==> src/rtl/soc_pkg.sv <==
// Shared SoC definitions: peripheral bus FSM states, port limit and error read value.
package soc_pkg;

  localparam int unsigned PERIPH_BUS_MAX_PORTS = 16;
  localparam logic [31:0] PERIPH_BUS_ERR_RDATA = 32'h0000_0000;

  typedef enum logic [1:0] {
    StIdle,
    StAccess,
    StResp
  } periph_bus_state_t;

endpackage

==> src/rtl/periph_decode.sv <==
// Combinational peripheral address decode: port index field and in-range flag.
module periph_decode
  import soc_pkg::*;
#(
  parameter int unsigned NUM_PORTS   = 4,
  parameter logic [3:0]  BASE_NIBBLE = 4'h2,
  parameter int unsigned PORT_SHIFT  = 12
) (
  input  logic [31:0] addr_i,
  output logic [3:0]  idx_o,
  output logic        valid_o
);

  if (NUM_PORTS < 1 || NUM_PORTS > PERIPH_BUS_MAX_PORTS) begin : g_bad_ports
    $error("periph_decode: NUM_PORTS out of range");
  end

  assign idx_o   = addr_i[PORT_SHIFT +: 4];
  assign valid_o = (addr_i[31:28] == BASE_NIBBLE) && ({28'd0, idx_o} < NUM_PORTS);

  // Offset bits are consumed by the bus, not the decoder.
  logic unused_addr;
  assign unused_addr = ^addr_i;

endmodule

==> src/rtl/periph_bus.sv <==
// CPU-to-peripheral bridge: decode, one-hot slave select, single-beat transfer.
// Optional ACCESS timeout enabled by defining PERIPH_BUS_TIMEOUT_EN.
module periph_bus
  import soc_pkg::*;
#(
  parameter int unsigned NUM_PORTS      = 4,
  parameter logic [3:0]  BASE_NIBBLE    = 4'h2,
  parameter int unsigned PORT_SHIFT     = 12,
  parameter int unsigned TIMEOUT_CYCLES = 16
) (
  input  logic                    clk,
  input  logic                    reset_i,
  input  logic                    req_i,
  input  logic [31:0]             addr_i,
  input  logic                    we_i,
  input  logic [3:0]              wr_mask_i,
  input  logic [31:0]             wdata_i,
  output logic [31:0]             rdata_o,
  output logic                    ack_o,
  output logic                    err_o,
  output logic [NUM_PORTS-1:0]    sel_o,
  output logic                    p_we_o,
  output logic [PORT_SHIFT-1:0]   p_addr_o,
  output logic [31:0]             p_wdata_o,
  output logic [3:0]              p_wr_mask_o,
  input  logic [32*NUM_PORTS-1:0] p_rdata_i,
  input  logic [NUM_PORTS-1:0]    p_ack_i
);

  if (TIMEOUT_CYCLES < 2) begin : g_bad_timeout
    $error("periph_bus: TIMEOUT_CYCLES must be at least 2");
  end

  periph_bus_state_t     state_q, state_d;
  logic [3:0]            idx_q, idx_d;
  logic                  we_q, we_d;
  logic [3:0]            mask_q, mask_d;
  logic [31:0]           wdata_q, wdata_d;
  logic [PORT_SHIFT-1:0] paddr_q, paddr_d;
  logic                  err_q, err_d;
  logic [31:0]           rdata_q, rdata_d;

  logic [3:0]            dec_idx;
  logic                  dec_valid;
  logic [NUM_PORTS-1:0]  port_sel;
  logic [31:0]           slave_rdata;
  logic                  slave_ack;
  logic                  timeout;

  periph_decode #(
    .NUM_PORTS  (NUM_PORTS),
    .BASE_NIBBLE(BASE_NIBBLE),
    .PORT_SHIFT (PORT_SHIFT)
  ) u_decode (
    .addr_i (addr_i),
    .idx_o  (dec_idx),
    .valid_o(dec_valid)
  );

  always_comb begin
    port_sel    = '0;
    slave_rdata = '0;
    for (int k = 0; k < int'(NUM_PORTS); k++) begin
      if (idx_q == 4'(k)) begin
        port_sel[k] = 1'b1;
        slave_rdata = p_rdata_i[32*k +: 32];
      end
    end
  end

  // Acks from ports other than the latched one are masked off here.
  assign slave_ack = |(p_ack_i & port_sel);

`ifdef PERIPH_BUS_TIMEOUT_EN
  localparam int unsigned CntW = $clog2(TIMEOUT_CYCLES + 1);

  logic [CntW-1:0] cnt_q, cnt_d;

  // Held at zero outside ACCESS, so every ACCESS entry starts from zero.
  always_comb begin
    cnt_d = '0;
    if (state_q == StAccess) begin
      cnt_d = cnt_q + CntW'(1);
    end
  end

  assign timeout = (state_q == StAccess) && (cnt_q == CntW'(TIMEOUT_CYCLES - 1));

  always_ff @(posedge clk) begin
    if (reset_i) begin
      cnt_q <= '0;
    end else begin
      cnt_q <= cnt_d;
    end
  end
`else
  assign timeout = 1'b0;
`endif

  always_comb begin
    state_d = state_q;
    idx_d   = idx_q;
    we_d    = we_q;
    mask_d  = mask_q;
    wdata_d = wdata_q;
    paddr_d = paddr_q;
    err_d   = err_q;
    rdata_d = rdata_q;
    unique case (state_q)
      StIdle: begin
        if (req_i) begin
          idx_d   = dec_idx;
          we_d    = we_i;
          mask_d  = wr_mask_i;
          wdata_d = wdata_i;
          paddr_d = addr_i[PORT_SHIFT-1:0];
          if (dec_valid) begin
            state_d = StAccess;
          end else begin
            state_d = StResp;
            err_d   = 1'b1;
            rdata_d = PERIPH_BUS_ERR_RDATA;
          end
        end
      end
      StAccess: begin
        if (slave_ack) begin
          state_d = StResp;
          err_d   = 1'b0;
          rdata_d = we_q ? 32'h0 : slave_rdata;
        end else if (timeout) begin
          state_d = StResp;
          err_d   = 1'b1;
          rdata_d = PERIPH_BUS_ERR_RDATA;
        end
      end
      StResp: begin
        state_d = StIdle;
      end
      default: begin
        state_d = StIdle;
      end
    endcase
  end

  always_ff @(posedge clk) begin
    if (reset_i) begin
      state_q <= StIdle;
      idx_q   <= '0;
      we_q    <= 1'b0;
      mask_q  <= '0;
      wdata_q <= '0;
      paddr_q <= '0;
      err_q   <= 1'b0;
      rdata_q <= '0;
    end else begin
      state_q <= state_d;
      idx_q   <= idx_d;
      we_q    <= we_d;
      mask_q  <= mask_d;
      wdata_q <= wdata_d;
      paddr_q <= paddr_d;
      err_q   <= err_d;
      rdata_q <= rdata_d;
    end
  end

  assign sel_o       = (state_q == StAccess) ? port_sel : '0;
  assign p_we_o      = (state_q == StAccess) && we_q;
  assign p_addr_o    = paddr_q;
  assign p_wdata_o   = wdata_q;
  assign p_wr_mask_o = mask_q;
  assign ack_o       = (state_q == StResp);
  assign err_o       = err_q;
  assign rdata_o     = rdata_q;

endmodule

==> config.mk <==
export PLATFORM = sky130hd
export DESIGN_NAME = periph_bus
export DESIGN_NICKNAME = d
export VERILOG_FILES = /design/src/rtl/soc_pkg.sv /design/src/rtl/periph_decode.sv /design/src/rtl/periph_bus.sv
export SDC_FILE = /design/constraint.sdc
export NUM_CORES = 1
export LEC_CHECK = 0
export CORE_MARGIN = 3
export CORE_UTILIZATION = 30
export CTS_CLUSTER_DIAMETER = 30
export CTS_CLUSTER_SIZE = 8
export DETAILED_ROUTE_END_ITERATION = 8
export PLACE_DENSITY = 0.68
export SLEW_MARGIN = 40
export SYNTH_ARGS = -nofsm -noshare
export SYNTH_HDL_FRONTEND = slang
export SYNTH_SLANG_ARGS = --single-unit
==> constraint.sdc <==
create_clock -name clk -period 4.94 [get_ports clk]
set_clock_uncertainty 0.1 [all_clocks]
set_input_delay 0.494 -clock clk [delete_from_list [all_inputs] [get_ports clk]]
set_output_delay 0.494 -clock clk [all_outputs]
set_load 0.005 [all_outputs]
Yosys cells after proc, flatten, opt, wreduce, memory -nomap -nowiden. Cells that the tools add are included.

Bits in registers: 88. Latch bits: 0. RAM bits: 0. Memory bits (read-only): 0. Output and inout bits: 87. Memories kept: 0.

$add $sub $neg: 0. $mul: 0. Div/mod/pow operators: 0. Order comparisons: 1. Equality and inequality tests: 9. Shifts and indexed selects: 0. Mux-type cells: 22. Bitwise operators: 1. Reductions and logical operators: 9.

Operators by type and width (number): 32-bit two-way mux (8); 32-bit case mux with 2 select lines (1); 4-bit by 2-bit == test with 1-bit output (second input constant) (3); 1-bit two-way mux (7); 2-bit two-way mux (3); 2-bit != test (second input constant) (3); 4-bit bitwise AND (1); 4-bit by 1-bit == test with 1-bit output (second input constant) (1); 4-bit zero test (1); 4-bit by 3-bit < comparator with 1-bit output (second input constant) (1); 4-bit two-way mux (1); 2-bit case mux with 2 select lines (1); 2-bit AND reduction (2); 4-bit AND reduction (1); 4-bit OR reduction (1); 2-bit by 1-bit == test with 1-bit output (second input constant) (1); 2-bit == test (second input constant) (1); 1-bit logical AND (2); 2-bit zero test (1); 1-bit case mux with 2 select lines (1); 2-bit nonzero test (1).

Longest topological paths before layout.
Word-level depth: 8. Gate-level depth with buffers: 7. Depth with buffers taken out: 4.

By module. From an unflattened synthesis, not the netlist that was laid out.

Cell total of the unflattened synthesis: 525. Area total of the unflattened synthesis: 4551.9 um2.

Modules (own cells, without submodules): periph_bus (instances 1, cells an instance 519, area an instance 4501.8 um2, seq. area each 1761.7 um2); periph_decode (instances 1, cells an instance 6, area an instance 50.0 um2, seq. area each 0.0 um2).

Worst setup path after synthesis. No wires, ideal clock.

Path type: input -> register. From: in addr_i[15]. To: reg rdata_q[10] (netlist: rdata_o[10]). Setup time: 0.068 ns. Arrival time: 1.551 ns. Required time: 4.772 ns. Path slack: 3.220 ns. Stages on the path: 5. Path buffers: 1. Path through: nor4b_2 -> a21boi_2 -> a211oi_4 -> buf_6 -> o2bb2ai_2.

Word-level cells in the longest chain between the ends: 4.

RTL lines: start: declaration (line periph_bus.sv:14) `input logic [31:0] addr_i,`; 4-bit by 3-bit < comparator with 1-bit output (line periph_decode.sv:19) `assign valid_o = (addr_i[31:28] == BASE_NIBBLE) && ({28'd0, idx_o} < NUM_PORTS);`; 1-bit logical AND (line periph_decode.sv:19); 2-bit != test (no source line); 4-bit AND reduction (no source line); end signal: assignment (line periph_bus.sv:164) `rdata_q <= rdata_d;`; end: declaration (line periph_bus.sv:41) `logic [31:0] rdata_q, rdata_d;`.

Every way passes these cells. A chain may end at the register's enable or synchronous reset.

Worst setup path after layout.
From: reg state_q[0]. To: out sel_o[1].

Word-level cells in the longest chain between the ends: 2.

RTL lines: start: declaration (line periph_bus.sv:34) `periph_bus_state_t state_q, state_d;`; start signal: assignment (line periph_bus.sv:148) `state_q <= StIdle;`; start signal: assignment (line periph_bus.sv:157) `state_q <= state_d;`; 2-bit by 1-bit == test with 1-bit output (line periph_bus.sv:168) `assign sel_o = (state_q == StAccess) ? port_sel : '0;`; 4-bit two-way mux (line periph_bus.sv:168); end: declaration (line periph_bus.sv:21) `output logic [NUM_PORTS-1:0] sel_o,`.

Every way passes these cells.

==> flow_summary.json <==
{
  "status": "finished clean",
  "fp.dieH_um": 123,
  "clk_pin_slew_ns": 0.06,
  "yosys.cell_types.count": 33,
  "drc": 0,
  "drv_slew": 0,
  "areaGrowthSynthToFinish_pct": 77.2,
  "postCtsSetupRepairBufs": 0,
  "synthesis.area_mm2": 0.00411,
  "h-tree-depth": 3,
  "clkSinkCount": 88,
  "post-dp-hpwl_mm": 11.4,
  "pwr-share-comb_pct": 21.5,
  "crit_chain": "inv_1 > nor2_1 > nand2_1 > nor3b_1 > clkdlybuf4s50_1",
  "maxCapViolations": 0,
  "wl_mm": 15.1,
  "setup_viol": 0,
  "crit_path_end_kind": "output port",
  "ctsResizeCount": 0,
  "cp_max_fo": 5,
  "dieArea_mm2": 0.0151,
  "grt_usage_pct": 18.9,
  "final_hold_viol_count": 0,
  "grt_overflow": 0,
  "power_density_mw_per_mm2": 248,
  "cts_tree": "yes",
  "relSlewSlack_pct": 51.3,
  "synth_common_cells": "nand2_1 (110), dfxtp_1 (88), a21oi_1 (53), nor2_1 (37)",
  "critical-path-top-delay-family": "simple AND/OR/NAND/NOR gates",
  "critPathBufInv": 2,
  "synth_enable_flop_cells": 0,
  "swShare_pct": 24.8,
  "drt-initial-drc-count": 103,
  "peakVddDrop_v": 0.000158,
  "seq_area_frac_synth_pct": 42.8,
  "rsz0062_at_grt": "false",
  "numPortBuffers": 278,
  "clk-insertion-delay-late_ns": 0.33,
  "tightestPinTransition_ns": 0.728,
  "synth_top_area_share_pct": 42.8,
  "yosys_warnings": 0,
  "start_kind": "flop",
  "grt_pass1_vias": 4322,
  "fin_crit_sh_pct": 55.3,
  "io_pins": 291,
  "arrival_ns": 2.14,
  "core_area_mm2": 0.0133,
  "avgSynthCellArea_um2": 9.14,
  "insertedDiodeCount": 0,
  "viasPerCell": 4.87,
  "grt_max_degree": 59,
  "synth_seq_cells": 88,
  "hold_path.class": "flop to flop",
  "cts-root-buf": "clkbuf_16",
  "path_class": "flop to output port",
  "p_leak_nw": 2.56,
  "fmaxAchievable_ghz": 0.366,
  "synth.area.top_cells": "dfxtp_1 (43%), o2bb2ai_2 (11%), nand2_1 (10%)",
  "cts.path.max_buffers": 2,
  "cts_made_buffers": 9,
  "final_area_mm2": 0.00729,
  "rows": 42,
  "antenna_found_initial": 0,
  "synth-main-ff-cell": "dfxtp_1",
  "die_w_um": 123,
  "ant_nets": 0,
  "synth_most_common_cell": "nand2_1",
  "synthCells": 450,
  "fillers": 1183,
  "p_clk_share_pct": 36.1,
  "dr_total_vias": 4327,
  "asyncSetResetFlopFracSynth_pct": 0,
  "slowest_stage": "clkdlybuf4s50_1",
  "synth_nets": 654,
  "critPathMaxStageDelay_ns": 0.57,
  "dr.pass1.iters": 4,
  "grt_pass1_wl_mm": 22.4,
  "fin_nets": 911,
  "gp_congestion": 0.748,
  "cp.required_ns": 4.35,
  "power_frac_seq_pct": 42.4,
  "wl_per_cell_um": 17.0,
  "drive_gt1_share_pct": 8.99,
  "setup-tns-final_ns": 0,
  "synth.largest_area_cell": "dfxtp_1",
  "p_sw_uw": 447,
  "power.internal_mw": 1.36,
  "place_area_mm2": 0.00700,
  "holdBufCountCts": 0,
  "min_period_ns": 2.73,
  "initial_core_util_pct": 30.8
}
-- worst min-delay path, cell delays in order, from the launching register on --
cell and delay (ns):
dfxtp_1 0.31, nand2_1 0.05, a21oi_1 0.05
-- path summary, 6_finish.rpt --
kind | to | depth (start not counted) | slack, ns | from
setup / recovery | sel_o[1] | 5 | 2.21 | state_q[0]$_SDFFE_PP0P_
setup reg to reg | rdata_o[31]$_SDFFE_PP0P_ | 5 | 2.32 | idx_q[0]$_SDFFE_PP0P_
hold reg to reg | p_wdata_o[24]$_SDFFE_PP0P_ | 2 | 0.35 | p_wdata_o[24]$_SDFFE_PP0P_
hold / removal | p_wdata_o[24]$_SDFFE_PP0P_ | 2 | 0.35 | p_wdata_o[24]$_SDFFE_PP0P_
-- final cells by class --
cell class / instances / area [µm²] / share of cell area, %
clock inverter: 2 / 12.5 / 0.172
sequential: 88 / 1770 / 24.2
inverter: 1 / 3.75 / 0.0515
multi-input combinational: 323 / 2190 / 30.0
clock buffer: 14 / 274 / 3.76
tap: 176 / 220 / 3.02
timing repair buffer: 284 / 2820 / 38.7
-- placed cells by master, fill, tap and decap left out, types with 2 or more instances in the layout --
cell type / n
buf_4: 6
a21oi_1: 53
clkbuf_16: 9
mux2i_4: 2
clkbuf_8: 3
o2bb2ai_2: 30
nor3_1: 2
nor2_1: 37
nand2_1: 110
mux2i_1: 32
clkdlybuf4s50_1: 277
a221oi_1: 32
clkbuf_1: 2
nor3b_1: 2
dfxtp_1: 87
nor2b_1: 2
o2bb2ai_1: 2
-- kinds of logic (layout without fill, tap and decap cells) --
kind of cell,Yosys count,in the layout,synth area share [%]
simple gates,165,165,16.9
compound gates,124,124,26.7
flops,88,88,42.8
buf+inv,39,301,4.65
mux,34,34,8.88
-- layer usage --
| metal | track usage, % | wire, µm |
|---|---|---|
| met1 | 20.6 | 5700 |
| met2 | 32.8 | 7360 |
| met4 | 7.34 | 333 |
| met5 | 0 | 0 |
| met3 | 7.46 | 1720 |
-- power groups by stage --
| stage | logic (mW) | registers, mW | clock network, mW |
|---|---|---|---|
| CTS | 0.395 | 0.766 | 0.675 |
| global route | 0.424 | 0.769 | 0.709 |
| detailed placement | 0.392 | 0.781 | 0 |
| global placement | 0.388 | 0.779 | 0 |
| floorplan | 0.162 | 0.770 | 0 |
| finish | 0.389 | 0.765 | 0.652 |
-- state kept, by name (all words and copies together), names as in the netlist --
signal       flops
err_o            1
p_wr_mask_o      4
we_q             1
p_addr_o        12
idx_q            4
p_wdata_o       32
state_q          2
rdata_o         32
-- metrics by stage --
step	utilization (%)	hold WS [ns]	worst slack (ns)	power, mW	instances
after CTS	54.6	0.354	2.19	1.83	888
after floorplan	-	0.345	3.22	0.932	450
after detailed placement	52.5	0.347	1.85	1.17	872
after global routing	54.6	0.368	2.04	1.90	888
after global placement	52.4	0.342	1.91	1.17	872
final	54.6	0.354	2.21	1.81	888
(Power assumes the default switching activity.)
